File: config.mk
export PLATFORM = sky130hd
export DESIGN_NAME = isu_scoreboard_n
export DESIGN_NICKNAME = d
export VERILOG_FILES = /design/src/rtl/isu_scoreboard_n.sv
export SDC_FILE = /design/constraint.sdc
export NUM_CORES = 2
export LEC_CHECK = 0
export ABC_AREA = 1
export CAP_MARGIN = 10
export CORE_UTILIZATION = 60
export CTS_CLUSTER_DIAMETER = 40
export DETAILED_ROUTE_END_ITERATION = 16
export HOLD_SLACK_MARGIN = 0.05
export PLACE_DENSITY = 0.82
export REMOVE_ABC_BUFFERS = 1
export SETUP_SLACK_MARGIN = 0.2
export SYNTH_ARGS = -nofsm -noshare
export SYNTH_HDL_FRONTEND = slang
export SYNTH_SLANG_ARGS = --single-unit
File: constraint.sdc
create_clock -name clk -period 6.9 [get_ports clk]
set_input_delay 1.38 -clock clk [delete_from_list [all_inputs] [get_ports clk]]
set_output_delay 1.38 -clock clk [all_outputs]
set_load 0.02 [all_outputs]
File: src/rtl/isu_scoreboard_n.sv
// Issue scoreboard: per-register saturating pending-writer counters, RAW
// resolution by byte-merged forwarding from the FU result ports, and
// single-instruction dispatch to one of NFU functional units per cycle.
module isu_scoreboard_n #(
  parameter int NFU    = 4,
  parameter int NREG   = 72,
  parameter int DATA_W = 32,
  parameter int CNT_W  = 2,
  parameter int RB     = $clog2(NREG),
  parameter int FB     = $clog2(NFU)
) (
  input  logic                    clk,
  input  logic                    rst_n,
  input  logic                    in_valid,
  output logic                    in_ready,
  input  logic [FB-1:0]           in_fu,
  input  logic [RB-1:0]           in_src1,
  input  logic [RB-1:0]           in_src2,
  input  logic [RB-1:0]           in_dst,
  input  logic [DATA_W-1:0]       in_src1_val,
  input  logic [DATA_W-1:0]       in_src2_val,
  output logic [NFU-1:0]          out_valid,
  input  logic [NFU-1:0]          out_ready,
  output logic [DATA_W-1:0]       out_src1_val,
  output logic [DATA_W-1:0]       out_src2_val,
  input  logic [NFU-1:0]          fwd_valid,
  input  logic [NFU*RB-1:0]       fwd_dst,
  input  logic [NFU*DATA_W-1:0]   fwd_data,
  input  logic [NFU*DATA_W/8-1:0] fwd_bwen,
  input  logic [NFU-1:0]          wb_valid,
  input  logic [NFU*RB-1:0]       wb_dst,
  input  logic                    flush,
  output logic [31:0]             stall_cnt
);

  localparam int NB = DATA_W / 8;
  // Width of the per-register writeback count and of the inc/dec arithmetic.
  localparam int DW = $clog2(NFU + 1);
  localparam int SW = CNT_W + DW + 1;
  localparam logic [CNT_W-1:0] CNT_MAX = '1;
  localparam logic [CNT_W-1:0] CNT_ONE = CNT_W'(1);

  typedef struct packed {
    logic              hazard;
    logic [DATA_W-1:0] val;
  } res_t;

  logic [CNT_W-1:0] pend_q [NREG];
  logic [CNT_W-1:0] pend_d [NREG];
  logic [31:0]      stall_cnt_q, stall_cnt_d;

  logic [CNT_W-1:0] pend_s1, pend_s2, pend_dst;
  res_t             res1, res2;
  logic             struct_stall, go, fire, underflow;

  // Resolve one source operand: regfile value, byte-merged forward, or hazard.
  // The lowest-numbered FU with a matching forward wins.
  function automatic res_t resolve(
    input logic [RB-1:0]         src,
    input logic [DATA_W-1:0]     rf_val,
    input logic [CNT_W-1:0]      pend,
    input logic [NFU-1:0]        fv,
    input logic [NFU*RB-1:0]     fd,
    input logic [NFU*DATA_W-1:0] fdat,
    input logic [NFU*NB-1:0]     fbw
  );
    res_t              res;
    logic              hit;
    logic [DATA_W-1:0] hdata;
    logic [NB-1:0]     hbwen;
    res.hazard = 1'b0;
    res.val    = rf_val;
    hit        = 1'b0;
    hdata      = '0;
    hbwen      = '0;
    for (int k = NFU - 1; k >= 0; k--) begin
      if (fv[k] && (fd[k*RB +: RB] == src)) begin
        hit   = 1'b1;
        hdata = fdat[k*DATA_W +: DATA_W];
        hbwen = fbw[k*NB +: NB];
      end
    end
    if ((src != '0) && (pend != '0)) begin
      if ((pend == CNT_ONE) && hit) begin
        for (int b = 0; b < NB; b++) begin
          if (hbwen[b]) res.val[b*8 +: 8] = hdata[b*8 +: 8];
        end
      end else begin
        res.hazard = 1'b1;
      end
    end
    return res;
  endfunction

  // Look up the pending counts of both sources and the destination.
  // NOTE: every variable gets a default before the loop so no latch is inferred.
  always_comb begin
    pend_s1  = '0;
    pend_s2  = '0;
    pend_dst = '0;
    for (int r = 1; r < NREG; r++) begin
      if (in_src1 == RB'(r)) pend_s1  = pend_q[r];
      if (in_src2 == RB'(r)) pend_s2  = pend_q[r];
      if (in_dst  == RB'(r)) pend_dst = pend_q[r];
    end
  end

  // Operand resolution, issue decision and handshake (zero latency).
  always_comb begin
    res1         = resolve(in_src1, in_src1_val, pend_s1, fwd_valid, fwd_dst, fwd_data, fwd_bwen);
    res2         = resolve(in_src2, in_src2_val, pend_s2, fwd_valid, fwd_dst, fwd_data, fwd_bwen);
    struct_stall = (in_dst != '0) && (pend_dst == CNT_MAX);
    go           = in_valid && !flush && !res1.hazard && !res2.hazard && !struct_stall;
    out_valid    = go ? (NFU'(1) << in_fu) : '0;
    fire         = |(out_valid & out_ready);
    in_ready     = fire || !in_valid || flush;
    out_src1_val = res1.val;
    out_src2_val = res2.val;
  end

  // Next pending counts: net of one issue and any number of writebacks;
  // flush clears everything, register 0 is never tracked.
  always_comb begin
    logic [SW-1:0] sum;
    logic [SW-1:0] dec;
    underflow = 1'b0;
    for (int r = 0; r < NREG; r++) begin
      dec = '0;
      for (int k = 0; k < NFU; k++) begin
        if (wb_valid[k] && (wb_dst[k*RB +: RB] == RB'(r))) dec = dec + SW'(1);
      end
      sum = SW'(pend_q[r]) + SW'(fire && (in_dst == RB'(r)));
      if (flush || (r == 0)) begin
        pend_d[r] = '0;
      end else if (sum < dec) begin
        pend_d[r] = '0;
        underflow = 1'b1;
      end else if ((sum - dec) > SW'(CNT_MAX)) begin
        pend_d[r] = CNT_MAX;
      end else begin
        pend_d[r] = CNT_W'(sum - dec);
      end
    end
    stall_cnt_d = stall_cnt_q + 32'(in_valid && !in_ready && !flush);
  end

  // State registers with asynchronous clear.
  // NOTE: the counter array is reset because it is control state, not data storage;
  // NOTE: sequential state uses non-blocking assignment only.
  always_ff @(posedge clk or negedge rst_n) begin
    if (!rst_n) begin
      for (int r = 0; r < NREG; r++) pend_q[r] <= '0;
      stall_cnt_q <= '0;
    end else begin
      for (int r = 0; r < NREG; r++) pend_q[r] <= pend_d[r];
      stall_cnt_q <= stall_cnt_d;
    end
  end

  assign stall_cnt = stall_cnt_q;

  // A writeback to a register with no pending writer indicates an upstream bug.
  assert property (@(posedge clk) disable iff (!rst_n) !underflow)
    else $error("isu_scoreboard_n: writeback to a register with no pending writer");

endmodule
==> impl_metrics.json, run 1 <==
{
  "grt_usage_pct": 74.60,
  "synth_cells": 5934,
  "io_buffers": 403,
  "synthAdderAreaFrac_pct": 23.30,
  "yosysUniqueCellTypes": 59,
  "yosys.area.top_type": "ha_1",
  "cts_sinks": 174,
  "synth_top_family_by_area": "simple AND/OR/NAND/NOR gates",
  "synth.area.mux_share_pct": 0.2351,
  "synthArstFlopShare_pct": 100.0,
  "gr-total-overflow": 72,
  "cts_made_buffers": 17,
  "root_buffer": "clkbuf_16",
  "fp.dieW_um": 249.4,
  "avgSynthCellArea_um2": 6.187,
  "yosys-top-cells-area": "ha_1 19%, inv_1 13%, dfrtp_1 12%, nand2_1 12%, nor2_1 9.7%",
  "ios": 404,
  "place_congestion": 1.171,
  "synth-simple-area-share_pct": 33.32,
  "row_count": 90,
  "synth-edff-count": 0,
  "synthFlopType": "dfrtp_1",
  "seq_area_frac_synth_pct": 11.86,
  "clockBufferDepth": 2,
  "dp_hpwl_um": 131000,
  "synth_compound_area_share_pct": 10.53,
  "synth_top_area_share_pct": 19.42,
  "placed_area_mm2": 0.04511,
  "yosys_warnings": 0,
  "status": "stopped before the end",
  "postCtsHoldBufs": 0,
  "htreeDepth": 4,
  "synth_xor_area_share_pct": 6.345,
  "synth_seq_cells": 174,
  "grt_start_max_net_pins": 155,
  "stop_stage": "5_1_grt",
  "initial_core_util_pct": 60.83,
  "fp.dieH_um": 249.4,
  "firstError": "[ERROR GRT-0232] Routing congestion too high. Check the congestion heatmap in the GUI.",
  "syn_area_mm2": 0.03672
}
[cells by family after synthesis]
kind of cell             Yosys count
AO/OA/AOI/OAI                    720
XOR/XNOR                         266
adder cells (fa/ha/maj)          641
buffers and inverters           1364
flip-flops                       174
multiplexers                       8
AND/OR/NAND/NOR                 2761
[metal layers]
metal  global-route usage, %  overflow
met2                   94.50        41
met3                   55.20         3
met1                   74.09         1
met5                   22.24         0
met4                   76.74        27
[cell usage after synthesis (4+ instances only)]
cell type and count:
a21o_1 4, a21oi_1 350, a31oi_1 11, and3_1 4, buf_1 5, buf_12 6, buf_2 9, buf_4 7
clkbuf_1 73, clkinv_1 7, dfrtp_1 174, fa_1 71, ha_1 570, inv_1 1226, inv_2 26, nand2_1 1154
nand2_2 13, nand3_1 164, nand3b_1 76, nand4_1 115, nor2_1 951, nor2_2 11, nor2_4 73, nor3_1 74
nor3b_1 7, nor4_1 19, o211ai_1 4, o21a_1 17, o21ai_0 261, o21ai_1 14, o221ai_1 20, o22ai_1 13
o31ai_1 9, o41ai_1 7, or2_2 86, xnor2_1 158, xor2_1 108
[stage by stage]
step	std cells	worst slack, ns
2_1_floorplan	5830	-2.300
3_3_place_gp	7523	-2.717
3_5_place_dp	7523	-2.664
4_1_cts	7669	-1.558
[repair_timing]
item / 4_1_cts
endpoints found under the hold margin: 0
resized for setup: 1279
pin swaps: 231
endpoints found under the setup margin: 243
buffers inserted: 100
gates cloned: 14
==> inputs of run 2 (changes only) <==
==> config.mk (replaced) <==
export PLATFORM = sky130hd
export DESIGN_NAME = isu_scoreboard_n
export DESIGN_NICKNAME = d
export VERILOG_FILES = /design/src/rtl/isu_scoreboard_n.sv
export SDC_FILE = /design/constraint.sdc
export NUM_CORES = 2
export LEC_CHECK = 0
export ABC_AREA = 1
export CAP_MARGIN = 10
export CORE_UTILIZATION = 40
export DETAILED_ROUTE_END_ITERATION = 16
export PLACE_DENSITY_LB_ADDON = 0.15
export REMOVE_ABC_BUFFERS = 1
export SYNTH_ARGS = -nofsm -noshare
export SYNTH_HDL_FRONTEND = slang
export SYNTH_SLANG_ARGS = --single-unit
==> run 2 against run 1 <==
Against the previous run: the flow now finishes, with violations (setup timing); synthesized cell count unchanged; synthesized area unchanged.
==> impl_metrics.json, run 2 <==
{
  "switchingPower_uw": 2464,
  "htreeDepth": 4,
  "timing.final.ws_setup_ns": -2.248,
  "drt_iter0_markers": 3726,
  "cpMostUsedCell": "nand2_1",
  "finalNetCount": 7896,
  "seq_area_frac_synth_pct": 11.86,
  "cap_violations": 0,
  "comb_power_share_pct": 50.6,
  "dr.pass1.iters": 8,
  "postCtsHoldBufs": 0,
  "cts_tree": "done",
  "cts_made_buffers": 17,
  "fp.dieW_um": 305.0,
  "final_cell_mix": "1173 x inv_1, 1089 x nand2_1, 904 x nor2_1, 616 x buf_4, 417 x ha_1",
  "avgSynthCellArea_um2": 6.187,
  "yosys_warnings": 0,
  "vdd_drop_max_uv": 224.4,
  "clk-insertion-delay-late_ns": 0.54,
  "yosys-top-cells-area": "ha_1 19%, inv_1 13%, dfrtp_1 12%, nand2_1 12%, nor2_1 9.7%",
  "swShare_pct": 45.61,
  "largest_register_ffs": 142,
  "slowest_stage": "nand4_1",
  "regMostFlops": "pend_q",
  "drive_gt1_share_pct": 23.40,
  "synth-simple-area-share_pct": 33.32,
  "r2r_slack_ns": -1.34,
  "synth-edff-count": 0,
  "ios": 404,
  "vias": 42710,
  "p_seq_share_pct": 29.6,
  "synthFlopType": "dfrtp_1",
  "initial_core_util_pct": 40.60,
  "synth_cells": 5934,
  "synth_top_family_by_area": "simple AND/OR/NAND/NOR gates",
  "synth_xor_area_share_pct": 6.345,
  "max_slew_margin_pct": 13.98,
  "grt_pass1_vias": 39770,
  "startpoint_type": "input port",
  "synthAdderAreaFrac_pct": 23.30,
  "cts_sinks": 174,
  "crit_type": "input port to primary output",
  "gr-total-overflow": 0,
  "power.leakage_uw": 0.02470,
  "arrival_ns": 7.77,
  "rsz0062_at_grt": "true",
  "syn_area_mm2": 0.03672,
  "setup_violations": 243,
  "period_share_pct": 132.6,
  "synth_seq_cells": 174,
  "synthArstFlopShare_pct": 100.0,
  "finalHoldWorstSlack_ns": 0.4771,
  "syn_to_final_growth_pct": 41.40,
  "worst_slew_pin_slew_ns": 1.289,
  "p_int_uw": 2938,
  "yosysUniqueCellTypes": 59,
  "grt_usage_pct": 33.98,
  "fp.dieH_um": 305.0,
  "violations": "setup timing",
  "antenna_found_initial": 11,
  "dieArea_mm2": 0.09301,
  "layout.cells.non_filler": 8146,
  "ant_nets": 0,
  "p_per_area_mw_per_mm2": 104.0,
  "worstPathRequired_ns": 5.52,
  "post_drt_wl_per_cell_um": 20.47,
  "cp_max_fo": 5,
  "io_buffers": 403,
  "fin_crit_ns": 9.148,
  "status": "complete, but fails checks",
  "synth.area.mux_share_pct": 0.2351,
  "synth_compound_area_share_pct": 10.53,
  "synth_common_cells": "1226 x inv_1, 1154 x nand2_1, 951 x nor2_1, 570 x ha_1, 350 x a21oi_1",
  "pwr-share-clk_pct": 19.8,
  "dp_cells": 7994,
  "grt_pass1_wl_um": 237500,
  "clk_pin_slew_ns": 0.08,
  "wl_um": 166700,
  "final_common_cell": "inv_1",
  "synth_top_area_share_pct": 19.42,
  "drc": 0,
  "root_buffer": "clkbuf_16",
  "end_kind": "primary output",
  "slew_violations": 0,
  "worstHoldPathType": "flop to flop",
  "grt_start_max_net_pins": 67,
  "max_freq_ghz": 0.1093,
  "critPathMaxStageDelay_ns": 0.29,
  "dp_hpwl_um": 132500,
  "fin_skew_ns": 0.02880,
  "clockBufferDepth": 2,
  "viasPerCell": 5.243,
  "place_congestion": 1.091,
  "total_power_uw": 5402,
  "yosysMostFrequentCell": "inv_1",
  "yosys.area.top_type": "ha_1",
  "final-hold-violation-count": 0,
  "coreArea_mm2": 0.09042,
  "row_count": 110
}
-- run 2: area by class of cell --
cell class                 count  area, um^2
fill                        8593       38510
multi-input combinational   4396       30520
timing repair buffer        1103       10180
inverter                    1260        4782
sequential                   174        4354
tap                         1176        1471
clock buffer                  17       425.4
clock inverter                15       172.7
antenna                        5       12.51
-- run 2: cells by family after synthesis --
| logic type | count (synthesis) |
|---|---|
| compound gates | 720 |
| xor+xnor | 266 |
| fa+ha+maj | 641 |
| buf+inv | 1364 |
| flops | 174 |
| mux | 8 |
| simple gates | 2761 |
-- run 2: final timing paths --
| kind | startpoint | endpoint | depth (start not counted) |
|---|---|---|---|
| min | stall_cnt[31]$_DFF_PN0_ | stall_cnt[31]$_DFF_PN0_ | 1 |
| max reg2reg | pend_q[136]$_DFF_PN0_ | pend_q[80]$_DFF_PN0_ | 67 |
| min in group asynchronous | rst_n | stall_cnt[12]$_DFF_PN0_ | 1 |
| max in group asynchronous | rst_n | pend_q[100]$_DFF_PN0_ | 2 |
| min reg2reg | stall_cnt[31]$_DFF_PN0_ | stall_cnt[31]$_DFF_PN0_ | 1 |
| max | in_dst[6] | in_ready | 59 |
-- run 2: timing repair --
action	CTS	global route
buffers inserted	47	64
pin swaps	109	232
hold endpoints to repair	0	0
setup endpoints to repair	243	243
resized for setup	639	746
cloned	7	4
-- run 2: power by group through the flow --
stage	combinational (uW)	clock (uW)	sequential, uW
floorplan	1170	0	1400
CTS	2420	1090	1540
detailed placement	2310	0	1560
global route	3010	1120	1590
global placement	2280	0	1560
finish	2740	1070	1600
-- run 2: worst max-delay path, delay by kind of cell --
family | cells | cell delay [ns]
compound gates | 1 | 0.23
simple gates | 52 | 5.54
buf+inv | 6 | 0.62
-- run 2: routing by layer --
layer	global-route usage [%]	vias to the layer above	part of all wire (%)
met5	0	-	0.038
met4	19.56	8	6.9
met3	6.578	504	8.3
met2	56.81	1840	46
met1	40.52	19780	39
li1	-	20580	-
-- run 2: per-stage QoR --
stage	TNS, ns	util [%]	cell area [um^2]	worst slack [ns]
4_1_cts	-471.31	53.50	48380	-2.318
3_3_place_gp	-786.14	51.18	46280	-3.614
5_1_grt	-537.80	57.42	51920	-2.537
6_report	-456.46	57.42	51920	-2.248
3_5_place_dp	-783.97	51.18	46280	-3.581
2_1_floorplan	-241.85	-	36150	-2.300
Note: power is estimated with default switching activity, not from simulation.
